$ cat src/rtl/rsp_bus_tx.sv
// rsp_bus_tx: return-path transmitter for the command handshake synchroniser
// pair, living entirely in the dst_clk domain.
//
// Response words arrive on a valid/ready port and are buffered in a small
// FIFO. Each word is then sent to the src_clk domain over a four-phase
// req/ack level handshake. xfer_data is held stable for the whole transfer.
// A sticky flag reports an ack phase that waited too long.
//
// Ports:
//   dst_clk, dst_rst      block clock; asynchronous active-low reset
//   in_data/in_valid      response word from local logic
//   in_ready              FIFO can accept (!full)
//   xfer_req/xfer_data    registered four-phase request and word under transfer
//   xfer_ack              four-phase ack from src domain (asynchronous)
//   xfer_done             one-cycle pulse when a transfer completes
//   busy                  FSM not idle or FIFO non-empty
//   fifo_level            current FIFO occupancy
//   err_timeout, err_clr  sticky ack-timeout flag and its clear
module rsp_bus_tx #(
    parameter int DATA_WIDTH  = 16,
    parameter int FIFO_DEPTH  = 4,
    parameter int SYNC_STAGES = 3,
    parameter int ACK_TIMEOUT = 1024
) (
    input  logic                          dst_clk,
    input  logic                          dst_rst,
    input  logic [DATA_WIDTH-1:0]         in_data,
    input  logic                          in_valid,
    output logic                          in_ready,
    output logic                          xfer_req,
    output logic [DATA_WIDTH-1:0]         xfer_data,
    input  logic                          xfer_ack,
    output logic                          xfer_done,
    output logic                          busy,
    output logic [$clog2(FIFO_DEPTH):0]   fifo_level,
    output logic                          err_timeout,
    input  logic                          err_clr
);

    localparam int AW = $clog2(FIFO_DEPTH);
    // The counter stops one past the trip point so the flag sets only once
    // per phase, letting err_clr stick while the FSM keeps waiting.
    localparam int CW = (ACK_TIMEOUT > 0) ? $clog2(ACK_TIMEOUT + 1) : 1;
    localparam logic [CW-1:0] TMAX = (ACK_TIMEOUT > 0) ? CW'(ACK_TIMEOUT - 1) : '0;
    localparam bit TO_EN = (ACK_TIMEOUT != 0);

    typedef enum logic [1:0] {IDLE, REQ, REL} state_t;

    logic [DATA_WIDTH-1:0]  mem [FIFO_DEPTH];
    logic [AW-1:0]          wr_ptr, rd_ptr;
    logic [AW:0]            level;
    logic                   full, empty, push, pop;

    logic [SYNC_STAGES-1:0] ack_sync;
    logic                   ack_s;

    state_t                 state, state_nxt;
    logic                   req_nxt, done_nxt;
    logic [CW-1:0]          cnt;

    // ---- FIFO: push from the port, pop only from the FSM ----
    assign full     = (level == (AW+1)'(FIFO_DEPTH));
    assign empty    = (level == '0);
    assign push     = in_valid && !full;
    assign in_ready = !full;
    assign fifo_level = level;

    always_ff @(posedge dst_clk) begin
        if (push) mem[wr_ptr] <= in_data;
    end

    always_ff @(posedge dst_clk or negedge dst_rst) begin
        if (!dst_rst) begin
            wr_ptr <= '0;
            rd_ptr <= '0;
            level  <= '0;
        end else begin
            if (push) wr_ptr <= wr_ptr + AW'(1);
            if (pop)  rd_ptr <= rd_ptr + AW'(1);
            case ({push, pop})
                2'b10:   level <= level + (AW+1)'(1);
                2'b01:   level <= level - (AW+1)'(1);
                default: level <= level;
            endcase
        end
    end

    // ---- ack synchroniser: the only sampler of xfer_ack ----
    always_ff @(posedge dst_clk or negedge dst_rst) begin
        if (!dst_rst) ack_sync <= '0;
        else          ack_sync <= {ack_sync[SYNC_STAGES-2:0], xfer_ack};
    end

    assign ack_s = ack_sync[SYNC_STAGES-1];

    // ---- handshake FSM ----
    always_comb begin
        state_nxt = state;
        req_nxt   = xfer_req;
        done_nxt  = 1'b0;
        pop       = 1'b0;
        case (state)
            IDLE: begin
                req_nxt = 1'b0;
                // A still-high ack belongs to the previous transfer; wait it out.
                if (!empty && !ack_s) begin
                    state_nxt = REQ;
                    req_nxt   = 1'b1;
                    pop       = 1'b1;
                end
            end
            REQ: begin
                req_nxt = 1'b1;
                if (ack_s) begin
                    state_nxt = REL;
                    req_nxt   = 1'b0;
                end
            end
            REL: begin
                req_nxt = 1'b0;
                if (!ack_s) begin
                    state_nxt = IDLE;
                    done_nxt  = 1'b1;
                end
            end
            default: begin
                state_nxt = IDLE;
                req_nxt   = 1'b0;
            end
        endcase
    end

    always_ff @(posedge dst_clk or negedge dst_rst) begin
        if (!dst_rst) begin
            state     <= IDLE;
            xfer_req  <= 1'b0;
            xfer_done <= 1'b0;
            xfer_data <= '0;
        end else begin
            state     <= state_nxt;
            xfer_req  <= req_nxt;
            xfer_done <= done_nxt;
            if (pop) xfer_data <= mem[rd_ptr];
        end
    end

    // ---- ack timeout ----
    always_ff @(posedge dst_clk or negedge dst_rst) begin
        if (!dst_rst) begin
            cnt         <= '0;
            err_timeout <= 1'b0;
        end else begin
            if (state_nxt != state)
                cnt <= '0;
            else if (state != IDLE && cnt <= TMAX)
                cnt <= cnt + CW'(1);
            // Setting takes priority over a simultaneous clear.
            if (TO_EN && state != IDLE && cnt == TMAX)
                err_timeout <= 1'b1;
            else if (err_clr)
                err_timeout <= 1'b0;
        end
    end

    assign busy = (state != IDLE) || !empty;

endmodule

$ cat config.mk
export PLATFORM = sky130hd
export DESIGN_NAME = rsp_bus_tx
export DESIGN_NICKNAME = d
export VERILOG_FILES = /design/src/rtl/rsp_bus_tx.sv
export SDC_FILE = /design/constraint.sdc
export NUM_CORES = 1
export LEC_CHECK = 0
export ABC_AREA = 1
export BUFFER_PORTS_ARGS = -buffer_cell sky130_fd_sc_hd__buf_2
export CAP_MARGIN = 20
export CORE_ASPECT_RATIO = 1.4
export CORE_UTILIZATION = 30
export DETAILED_ROUTE_END_ITERATION = 8
export MAX_ROUTING_LAYER = met4
export PLACE_DENSITY = 0.48
export RECOVER_POWER = 50
export SETUP_SLACK_MARGIN = 0.1
export SYNTH_ARGS = -nofsm -noshare
export SYNTH_HDL_FRONTEND = slang
export SYNTH_SLANG_ARGS = --single-unit
$ cat constraint.sdc
create_clock -name dst_clk -period 5.64 [get_ports dst_clk]
set_input_delay 0.564 -clock dst_clk [delete_from_list [all_inputs] [get_ports dst_clk]]
set_output_delay 0.564 -clock dst_clk [all_outputs]
set_load 0.02 [all_outputs]
==> summary.txt, run 1 <==
Status
  – Status: finished with violations
  – Failing checks: max-capacitance violations, max-slew violations

Floorplanning
  – Die Ht: 146 um
  – Die Area: 15300 um^2
  – Row count: 52
  – Core area: between 10000 and 15000 um^2
  – Starting Density: approximately 31%
  – Die X: 105 um
  – Top Ports: 45

Setup path
  – Critical path peak fanout: 19
  – Slowest stage cell on the critical path: dfrtp_1
  – Crit path DAT: 2.65 ns
  – Critical Path Sink Type: flop
  – Max incr delay on CP: about 0.4 ns
  – Critical Path Source Type: flop
  – Critical-path cell list: inv_2 -> nand2_2 -> nor2_2 -> nand2_2 -> inv_2 -> ha_1 -> inv_1 -> fa_1 -> a21oi_1 -> o21ai_0 -> xor2_1
  – Critical Path RT: 5.86 ns
  – Critical Setup Path Class: flop to flop

STA
  – Final number of setup-violating endpoints: 0
  – Post-Route Setup TNS: 0 ns
  – Fin crit share: 43.1%
  – Slew Viols, Final: 43
  – Least-Margin Pin Slew: approximately 2.3 ns
  – Fin crit period: 2.43 ns
  – Max Fclk: a little over 0.4 GHz
  – Slew headroom: -53.4%
  – Unrepaired setup endpoints after global routing: false
  – Fin. Hold Viols: 0
  – Hold slack: between 0.3 and 0.4 ns
  – Post-route clock skew: 0.00956 ns

Detailed routing
  – Post-route ant nets: 0
  – Routed wire length: 9.33 mm
  – Vias/cell: 4.49
  – Vias after detailed routing: 2947
  – Iteration-0 DRC Markers: 191
  – DRC violations left: 0
  – Mean routed wirelength per cell: 14.2 um
  – Pre-antenna DRT Iters: 6

Final layout
  – Area of the multi-input gates: 1280 um^2
  – Antenna diode count: 0
  – Nets@finish: between 400 and 500
  – Finished Core Util: a little over a third
  – Share of cells above drive strength 1: 13.3%
  – Layout Area Growth over Synthesis: 15.5%
  – Fill count: 1501
  – FF+latch area: 2970 um^2

Clock network
  – Clock transition at path regs: 0.07 ns
  – Setup repair bufs after CTS: 0
  – CTS tree: built
  – Clock sink count: 106
  – CTS root buf: clkbuf_16
  – Clock tree buffer depth: 2
  – H-tree Lvls: 3
  – CTS Hold Bufs: 0
  – Clock buffer count from CTS: 9
  – Post-CTS sizing: 0
  – Clk Latency, worst-skew pair: 0.34 ns

Yosys
  – Synth Instances: 416
  – Cell variety after synth: 31
  – Post-synth EDFFs: 64
  – Net Count, Synth: 444
  – FFs w/ async S/R, synth: 39.6%
  – Synthesized area: around 4400 um^2
  – Register area share after synthesis: 66.8%
  – Ys Warns: 0
  – Syn Area/Cell: 10.7 um^2
  – #FFs+latches synth: approximately 110
  – Predominant post-synthesis flop cell: edfxtp_1

Placed design
  – Dpl hpwl: 6.23 mm
  – RD Place Congestion: 0.777
  – Port Buffers: 44

GRT
  – Grt ovf: 0
  – Largest net degree at the start of global routing: 43
  – Antenna violations before repair: 0
  – Global-route wire length before repair: ~15 mm
  – GR Util All Layers: 13.4%
  – Vias in the first global route: ~2900

Pwr
  – VDD IR max: 0.170 mV
  – Leak pwr: 2.11 nW
  – PwrDens: 507 nW/um^2

Min path
  – Hold WC Path Type: input port to flop

Job
  – Max Cap Violations: 1
layout make-up:
class,instances,share of cell area (%)
multi-input combinational,261,24.9
tap,189,4.60
clock buffer,10,4.46
timing repair buffer,49,4.48
inverter,35,2.56
sequential,106,57.9
clock inverter,6,1.10
through the flow:
| step | std cells | setup WS (ns) | area [um^2] | total power (W) |
|---|---|---|---|---|
| final | 656 | 3.21 | 5140 | 0.00261 |
| after floorplan | 416 | 3.48 | 4450 | 0.00175 |
| after detailed placement | 640 | 3.17 | 4880 | 0.00206 |
| after CTS | 656 | 3.17 | 5160 | 0.00266 |
| after global routing | 656 | 2.90 | 5140 | 0.00279 |
| after global placement | 640 | 3.25 | 4880 | 0.00204 |
logic make-up after synthesis:
group / share of synthesized area (%)
AOI/OAI and AO/OA: 7.29
xor gates and xnor gates: 0.984
adders and majority gates: 2.14
buffers and inverters: 4.42
DFF: 66.8
and+or+nand+nor: 18.3
metal layers:
layer  vias to the layer above  global-route usage [%]  share of wire, %
li1                       1483                       -                 -
met1                      1399                    16.3                45
met2                        56                    22.6                51
met3                         9                    2.37               3.0
met4                         0                    4.15               1.1
met5                         -                       -                 0
where the power goes:
part	internal, W	total, W	switching (W)	leakage, nW
logic	0.000261	0.000857	0.000596	0.860
registers	0.00103	0.00115	0.000125	1.12
clock network	0.000310	0.000598	0.000288	0.138
critical path, delay by kind of cell (launching register included):
family | cells | cell delay (ns)
AO/OA/AOI/OAI | 2 | 0.25
XOR/XNOR | 1 | 0.15
adder cells (fa/ha/maj) | 2 | 0.60
buffers and inverters | 3 | 0.50
flip-flops | 1 | 0.41
AND/OR/NAND/NOR | 3 | 0.41
placed cells by master (no fill, tap or decap), drive strengths merged, types with 2 or more instances in the layout:
cell	instances
inv	39
ha	6
nand2	87
edfxtp	64
nand3	21
a31oi	2
xor2	4
nor2	71
clkbuf	32
dfrtp	42
o21ai	54
buf	27
a21oi	3
nand4	7
cell usage after synthesis, types with 5 or more instances:
| master | number | area share, % |
|---|---|---|
| buf_2 | 6 | 0.68 |
| clkbuf_1 | 5 | 0.42 |
| dfrtp_1 | 42 | 24 |
| edfxtp_1 | 64 | 43 |
| ha_1 | 6 | 1.7 |
| inv_1 | 29 | 2.4 |
| inv_2 | 6 | 0.51 |
| nand2_1 | 84 | 7.1 |
| nand3_1 | 19 | 2.1 |
| nand4_1 | 7 | 0.98 |
| nor2_1 | 64 | 5.4 |
| o21ai_0 | 46 | 5.2 |
| o21ai_1 | 7 | 0.79 |
sequential cells by signal (all words and copies together) (netlist names):
register	count
err_timeout	1
cnt	11
state	2
rd_ptr	2
ack_sync	3
fifo_level	3
wr_ptr	2
xfer_req	1
xfer_done	1
mem	64
xfer_data	16
path summary, 6_finish.rpt:
path                              from       endpoint  slack [ns]  depth (start not counted)
max in group asynchronous      dst_rst   xfer_data[5]        3.41                          1
hold / removal                xfer_ack    ack_sync[0]        0.33                          1
setup / recovery              state[0]  fifo_level[2]        3.21                         11
min in group asynchronous      dst_rst         cnt[7]        0.90                          1
setup reg to reg              state[0]  fifo_level[2]        3.21                         11
hold reg to reg            ack_sync[0]    ack_sync[1]        0.37                          0
Power figures use the tool's default switching activity.
==> inputs of run 2 (changes only) <==
PLACE_DENSITY = 0.5   (was 0.48)
clock period = 2.2 ns   (was 5.64 ns; I/O delays follow)
==> run 2 against run 1 <==
Net effect: the flow now finishes without violations; via count up 1.7%; sequential cell count unchanged; critical path depth down 2; critical path type unchanged; largest cell class unchanged.
==> summary.txt, run 2 (same netlist as run 1, synthesis figures left out) <==
Status
  – Status: completed

GRT
  – Antenna violations before repair: 0 (unchanged)
  – Vias in the first global route: 2989 (+4.3%)
  – GR Util All Layers: 13.3% (-0.047 points)
  – Largest net degree at the start of global routing: 34 (-21%)
  – Global-route wire length before repair: 15.2 mm (about the same)
  – Grt ovf: 0 (unchanged)

Detailed routing
  – Pre-antenna DRT Iters: 4 (-2)
  – Post-route ant nets: 0 (unchanged)
  – Mean routed wirelength per cell: 14.1 um (-1.0%)
  – Routed wire length: 9.35 mm (+0.18%)
  – Vias/cell: 4.51 (+0.44%)
  – Vias after detailed routing: 2996 (+1.7%)
  – DRC violations left: 0 (unchanged)
  – Iteration-0 DRC Markers: 127 (-34%)

Clock network
  – H-tree Lvls: 3 (unchanged)
  – Clk Latency, worst-skew pair: 0.34 ns (about the same)
  – Clock tree buffer depth: 2 (unchanged)
  – CTS root buf: clkbuf_16
  – Setup repair bufs after CTS: 0 (unchanged)
  – Clock buffer count from CTS: 9 (unchanged)
  – CTS tree: built
  – Clock sink count: 106 (unchanged)
  – Clock transition at path regs: 0.07 ns (about the same)

Pwr
  – Internal: 0.00412 W (+160%)
  – VDD IR max: 0.720 mV (+320%)
  – Switching power total: 0.00258 W (+160%)
  – Sw frac: 38.5% (-0.21 points)
  – Leak pwr: 2.09 nW (-1.3%)
  – Clock Power Share: 22.4% (-0.5 points)
  – Total Power: 0.00670 W (+160%)
  – Seq pwr share: 42.7% (-1.5 points)
  – Logic pwr share: 34.9% (+2.0 points)
  – PwrDens: 1290 nW/um^2 (+150%)

STA
  – Final number of setup-violating endpoints: 0 (unchanged)
  – Slack of the critical path: 0.277 ns (-2.93 ns)
  – Fin crit share: 87.4% (+44 points)
  – Fin. Hold Viols: 0 (unchanged)
  – Max Fclk: 0.520 GHz (+26%)
  – Post-Route Setup TNS: 0 ns (unchanged)
  – Slew Viols, Final: 0 (-100%)
  – Post-route clock skew: 0.0104 ns (+0.000797 ns)
  – Fin crit period: 1.92 ns (-0.508 ns)
  – Least-Margin Pin Slew: 0.821 ns (-1.48 ns)
  – Hold slack: 0.0675 ns (-0.263 ns)
  – Slew headroom: 45.2% (+99 points)
  – Unrepaired setup endpoints after global routing: false

Setup path
  – RR Endpoint: fifo_level[2]
  – R2r setup slk: 0.28 ns (-2.93 ns)
  – WP depth: 9 (-2)
  – Critical Path RT: 2.42 ns (-3.44 ns)
  – Critical Path Source Type: flop
  – Crit path max-delay family: adder cells
  – Crit path DAT: 2.14 ns (-0.51 ns)
  – Max incr delay on CP: 0.41 ns (about the same)
  – Beginning of the worst register-to-register path: fifo_level[1]
  – CP most frequent cell: inv_1
  – Critical path peak fanout: 8 (-11)
  – Slowest stage cell on the critical path: dfrtp_2
  – Buffers & Inverters on Critical Path: 2 (-1)
  – R2R cell count: 9 (-2)
  – Critical-path cell list: inv_1 -> nand3_2 -> nand2_4 -> ha_1 -> inv_1 -> fa_1 -> a21oi_1 -> o21ai_0 -> xor2_1
  – Critical Path Sink Type: flop
  – Critical Setup Path Class: flop to flop

Final layout
  – Area of the multi-input gates: 1300 um^2 (+1.2%)
  – Nets@finish: 498 (+1.6%)
  – Max reg flops: 64 (unchanged)
  – Commonest non-fill, non-tap cell in the layout: nand2_1
  – Share of cells above drive strength 1: 11.4% (-1.9 points)
  – Most frequent cells in the layout: 83 x nand2_1, 64 x nor2_1, 64 x edfxtp_1
  – Antenna diode count: 0 (unchanged)
  – Fill count: 1475 (-1.7%)
  – Largest regs: mem x64, xfer_data x16, cnt x11
  – FF+latch area: 2980 um^2 (+0.13%)
  – Layout Area Growth over Synthesis: 17.0%
  – Most flops, register: mem
  – Post-route insts no fill: 664 (+1.2%)

Placed design
  – Dpl hpwl: 5.99 mm (-3.9%)
  – Port Buffers: 44 (unchanged)
  – RD Place Congestion: 0.810 (+4.2%)
  – Pre-CTS setup slack: 0.251 ns (-2.92 ns)
  – Placed cell count: 646 (+0.94%)

Floorplanning
  – Starting Density: 30.8% (unchanged)
  – Die Area: 15300 um^2 (unchanged)
  – Top Ports: 45 (unchanged)
  – Core area: 14400 um^2 (unchanged)
  – Die X: 105 um (unchanged)
  – Die Ht: 146 um (unchanged)
  – Row count: 52 (unchanged)

Min path
  – Hold WC Path Type: input port to flop
  – Hold Crit Start: err_clr
  – Hold Crit Depth: 2 (+1)
  – Hold Path Sink: err_timeout

Job
  – Max Cap Violations: 0 (-1)
-- run 2: stage by stage --
stage / util, % / cell area [um^2]
5_1_grt: 36.0 / 5200
6_report: 36.0 / 5200
3_5_place_dp: 34.2 / 4940
4_1_cts: 36.3 / 5240
3_3_place_gp: 34.2 / 4940
2_1_floorplan: - / 4450
-- run 2: worst max-delay path by stage --
stage | to | slack, ns | from
floorplan | fifo_level[2] | 0.10 | fifo_level[1]
global placement | fifo_level[2] | 0.32 | fifo_level[1]
detailed placement | fifo_level[2] | 0.25 | fifo_level[1]
CTS | fifo_level[2] | 0.24 | fifo_level[1]
global route | fifo_level[2] | 0.13 | fifo_level[1]
finish | fifo_level[2] | 0.28 | fifo_level[1]
-- run 2: timing repair --
action / in CTS / in global routing
hold endpoints to repair: 12 / 0
endpoints found under the setup margin: 0 / 1
resized for setup: 0 / 3
hold buffers: 2 / 0
-- run 2: routing by layer --
layer  GRT usage [%]  vias up  share of wire [%]
met5               -        -                  0
met4            5.35        0                1.6
met3            2.41       10                2.5
met2            23.5       40                 52
met1            14.9     1455                 44
li1                -     1491                  -
-- run 2: layout make-up --
cell class | count | area share [%]
clock buffers | 10 | 4.40
clock inverters | 6 | 0.962
inverters | 35 | 2.53
multi-input cells | 261 | 24.9
flip-flops and latches | 106 | 57.2
well taps | 189 | 4.55
repair buffers | 57 | 5.44
-- run 2: power by group through the flow --
stage	Sequential, W	Clock, W	Combinational [W]
final	0.00286	0.00150	0.00234
after global routing	0.00291	0.00161	0.00267
after CTS	0.00286	0.00154	0.00244
after detailed placement	0.00289	0	0.00242
after global placement	0.00288	0	0.00239
after floorplan	0.00309	0	0.00140
==> inputs of run 3 (changes only) <==
ABC_AREA = default   (was 1)
==> run 3 against run 2 <==
Net effect: routed wire length fell by 17%; clock-buffer cell count fell by 1; hold slack improved by 0.062 ns; via count fell by 27%; critical path type unchanged; largest cell class unchanged.
==> summary.txt, run 3 <==
Yosys
  – Register area share after synthesis: 70.4% (+3.6 points)
  – Net Count, Synth: 264 (-41%)
  – Ys Warns: 0 (unchanged)
  – Top area cells in the synthesized netlist: edfxtp_1 46%, dfrtp_1 25%, mux4_2 8.5%, mux2_2 4.5%, ha_1 1.8%
  – Most frequent cell after synthesis: edfxtp_1
  – Synth cell count leaders: 64 x edfxtp_1, 42 x dfrtp_1, 17 x mux2_2
  – Synthesized area: 4220 um^2 (-5.1%)
  – Cell variety after synth: 40 (+29%)
  – Predominant post-synthesis flop cell: edfxtp_1
  – FFs w/ async S/R, synth: 39.6% (unchanged)
  – #FFs+latches synth: 106 (unchanged)
  – Synth Instances: 236 (-43%)
  – Post-synth top area share: 45.5% (+2.3 points)
  – Synth area leader: edfxtp_1
  – Post-synth EDFFs: 64 (unchanged)
  – Syn Area/Cell: 17.9 um^2 (+67%)

Clock network
  – CTS Hold Bufs: 2 (unchanged)
  – CTS root buf: clkbuf_16
  – CTS tree: built
  – Clock transition at path regs: 0.08 ns (about the same)
  – Clock tree buffer depth: 2 (unchanged)
  – H-tree Lvls: 3 (unchanged)
  – Setup repair bufs after CTS: 0 (unchanged)
  – Clock sink count: 106 (unchanged)
  – Post-CTS sizing: 0 (unchanged)
  – Clock buffer count from CTS: 9 (unchanged)
  – Clk Latency, worst-skew pair: 0.34 ns (about the same)

Setup path
  – Critical Setup Path Class: flop to flop
  – Critical-path cell list: inv_1 -> nand3_1 -> and2_1 -> inv_1 -> ha_4 -> inv_1 -> fa_2 -> xor2_1 -> nor2_1 -> xor2_1
  – Crit path max-delay family: adder cells
  – Slowest stage cell on the critical path: dfrtp_2
  – Max incr delay on CP: 0.44 ns (+0.03 ns)
  – Critical Path Sink Type: flop
  – Critical Path Source Type: flop
  – CP most frequent cell: inv_1
  – Critical Path RT: 2.46 ns (+0.04 ns)
  – Crit path DAT: 2.25 ns (+0.11 ns)
  – Buffers & Inverters on Critical Path: 3 (+1)
  – Critical path peak fanout: 5 (-3)

Pwr
  – VDD IR max: 0.448 mV (-38%)
  – Total Power: 0.00642 W (-4.1%)
  – Clock Power Share: 24.0% (+1.6 points)
  – Sw frac: 32.2% (-6.3 points)
  – Seq pwr share: 45.1% (+2.4 points)
  – Switching power total: 0.00207 W (-20%)
  – PwrDens: 1290 nW/um^2 (about the same)
  – Logic pwr share: 30.9% (-4.0 points)
  – Internal: 0.00435 W (+5.7%)
  – Leak pwr: 1.85 nW (-11%)

Floorplanning
  – Die X: 102 um (-2.5%)
  – Die Area: 14600 um^2 (-5.0%)
  – Row count: 50 (-3.8%)
  – Top Ports: 45 (unchanged)
  – Die Ht: 142 um (-2.6%)
  – Core area: 13600 um^2 (-6.0%)
  – Starting Density: 31.1% (+0.29 points)

Detailed routing
  – DRC violations left: 0 (unchanged)
  – Iteration-0 DRC Markers: 91 (-28%)
  – Max layer used: met4
  – Post-route ant nets: 0 (unchanged)
  – Routed wire length: 7.78 mm (-17%)
  – Vias after detailed routing: 2180 (-27%)
  – Mean routed wirelength per cell: 16.1 um (+14%)
  – Met3 Wirelength: 336 um (+42%)
  – Metal2 WL: 3.99 mm (-18%)
  – Vias/cell: 4.51 (about the same)
  – DRT met1 WL: 3.34 mm (-19%)
  – Pre-antenna DRT Iters: 4 (unchanged)

Placed design
  – Placed inst area: 4720 um^2 (-4.5%)
  – RD Place Congestion: 0.766 (-5.4%)
  – Port Buffers: 44 (unchanged)
  – Pre-CTS setup slack: 0.216 ns (-0.0353 ns)
  – Dpl hpwl: 4.95 mm (-17%)

Final layout
  – Most frequent cells in the layout: 64 x edfxtp_1, 39 x dfrtp_1, 24 x clkbuf_1
  – Design area: 4990 um^2 (-4.0%)
  – Most flops, register: mem
  – Fill count: 1315 (-11%)
  – Share of cells above drive strength 1: 31.2% (+20 points)
  – Largest regs: mem x64, xfer_data x16, cnt x11
  – Layout Area Growth over Synthesis: 18.3%
  – Commonest non-fill, non-tap cell in the layout: edfxtp_1
  – FF+latch area: 2980 um^2 (unchanged)
  – Antenna diode count: 0 (unchanged)
  – Area of the multi-input gates: 1180 um^2 (-9.0%)
  – Max reg flops: 64 (unchanged)
  – Nets@finish: 324 (-35%)

STA
  – Fin crit period: 1.99 ns (+0.0636 ns)
  – Slew headroom: 21.5% (-24 points)
  – Hold slack: 0.129 ns (+0.0618 ns)
  – Post-route clock skew: 0.00570 ns (-0.00465 ns)
  – Final number of setup-violating endpoints: 0 (unchanged)
  – Least-Margin Pin Slew: 1.18 ns (+0.355 ns)
  – Slack of the critical path: 0.213 ns (-0.0636 ns)
  – Unrepaired setup endpoints after global routing: false
  – Max Fclk: 0.503 GHz (-3.2%)
  – Fin crit share: 90.3% (+2.9 points)
  – Slew Viols, Final: 0 (unchanged)
  – Fin. Hold Viols: 0 (unchanged)

GRT
  – Antenna violations before repair: 0 (unchanged)
  – GR Util All Layers: 12.2% (-1.2 points)
  – Global-route wire length before repair: 12.4 mm (-18%)
  – Grt ovf: 0 (unchanged)
  – Vias in the first global route: 2274 (-24%)
  – Largest net degree at the start of global routing: 43 (+26%)

Job
  – Max Cap Violations: 0 (unchanged)

Status
  – Status: completed

Min path
  – Hold WC Path Type: input port to flop
[run 3: cell type report]
cell class	count	area share, %
multi-input combinational	114	23.6
sequential	106	59.6
clock buffer	9	4.51
timing repair buffer	58	5.91
clock inverter	7	1.23
tap	182	4.56
inverter	7	0.526
[run 3: final timing paths]
check	startpoint	end	slack [ns]	cells after the start
worst min register to register	ack_sync[0]	ack_sync[1]	0.37	0
worst min-delay path	in_data[9]	mem[2][9]	0.13	1
min in group asynchronous	dst_rst	cnt[8]	0.73	3
worst max register to register	fifo_level[0]	fifo_level[2]	0.21	10
worst max-delay path	fifo_level[0]	fifo_level[2]	0.21	10
max in group asynchronous	dst_rst	fifo_level[2]	0.67	3
[run 3: cells by family after synthesis]
logic type | count (synthesis) | share of synthesized area, %
fa+ha+maj | 7 | 2.25
flops | 106 | 70.4
compound gates | 12 | 2.40
mux | 37 | 14.0
buf+inv | 16 | 1.96
xor+xnor | 12 | 2.49
simple gates | 46 | 6.43
[run 3: layer usage]
layer	track usage (%)	vias up
li1	-	1015
met1	14.1	1112
met2	19.9	43
met3	3.59	10
met4	4.29	0
met5	-	-
[run 3: power by group through the flow]
stage / logic, W / clock network, W / registers (W)
finish: 0.00198 / 0.00154 / 0.00290
detailed placement: 0.00207 / 0 / 0.00295
global route: 0.00219 / 0.00168 / 0.00296
CTS: 0.00208 / 0.00160 / 0.00291
floorplan: 0.00126 / 0 / 0.00309
global placement: 0.00205 / 0 / 0.00294
[run 3: through the flow]
stage | utilization (%) | cells | setup TNS, ns
6_report | 36.8 | 483 | 0
5_1_grt | 36.8 | 483 | 0
4_1_cts | 37.0 | 483 | 0
3_5_place_dp | 34.8 | 465 | 0
3_3_place_gp | 34.8 | 465 | 0
2_1_floorplan | - | 236 | -0.00521
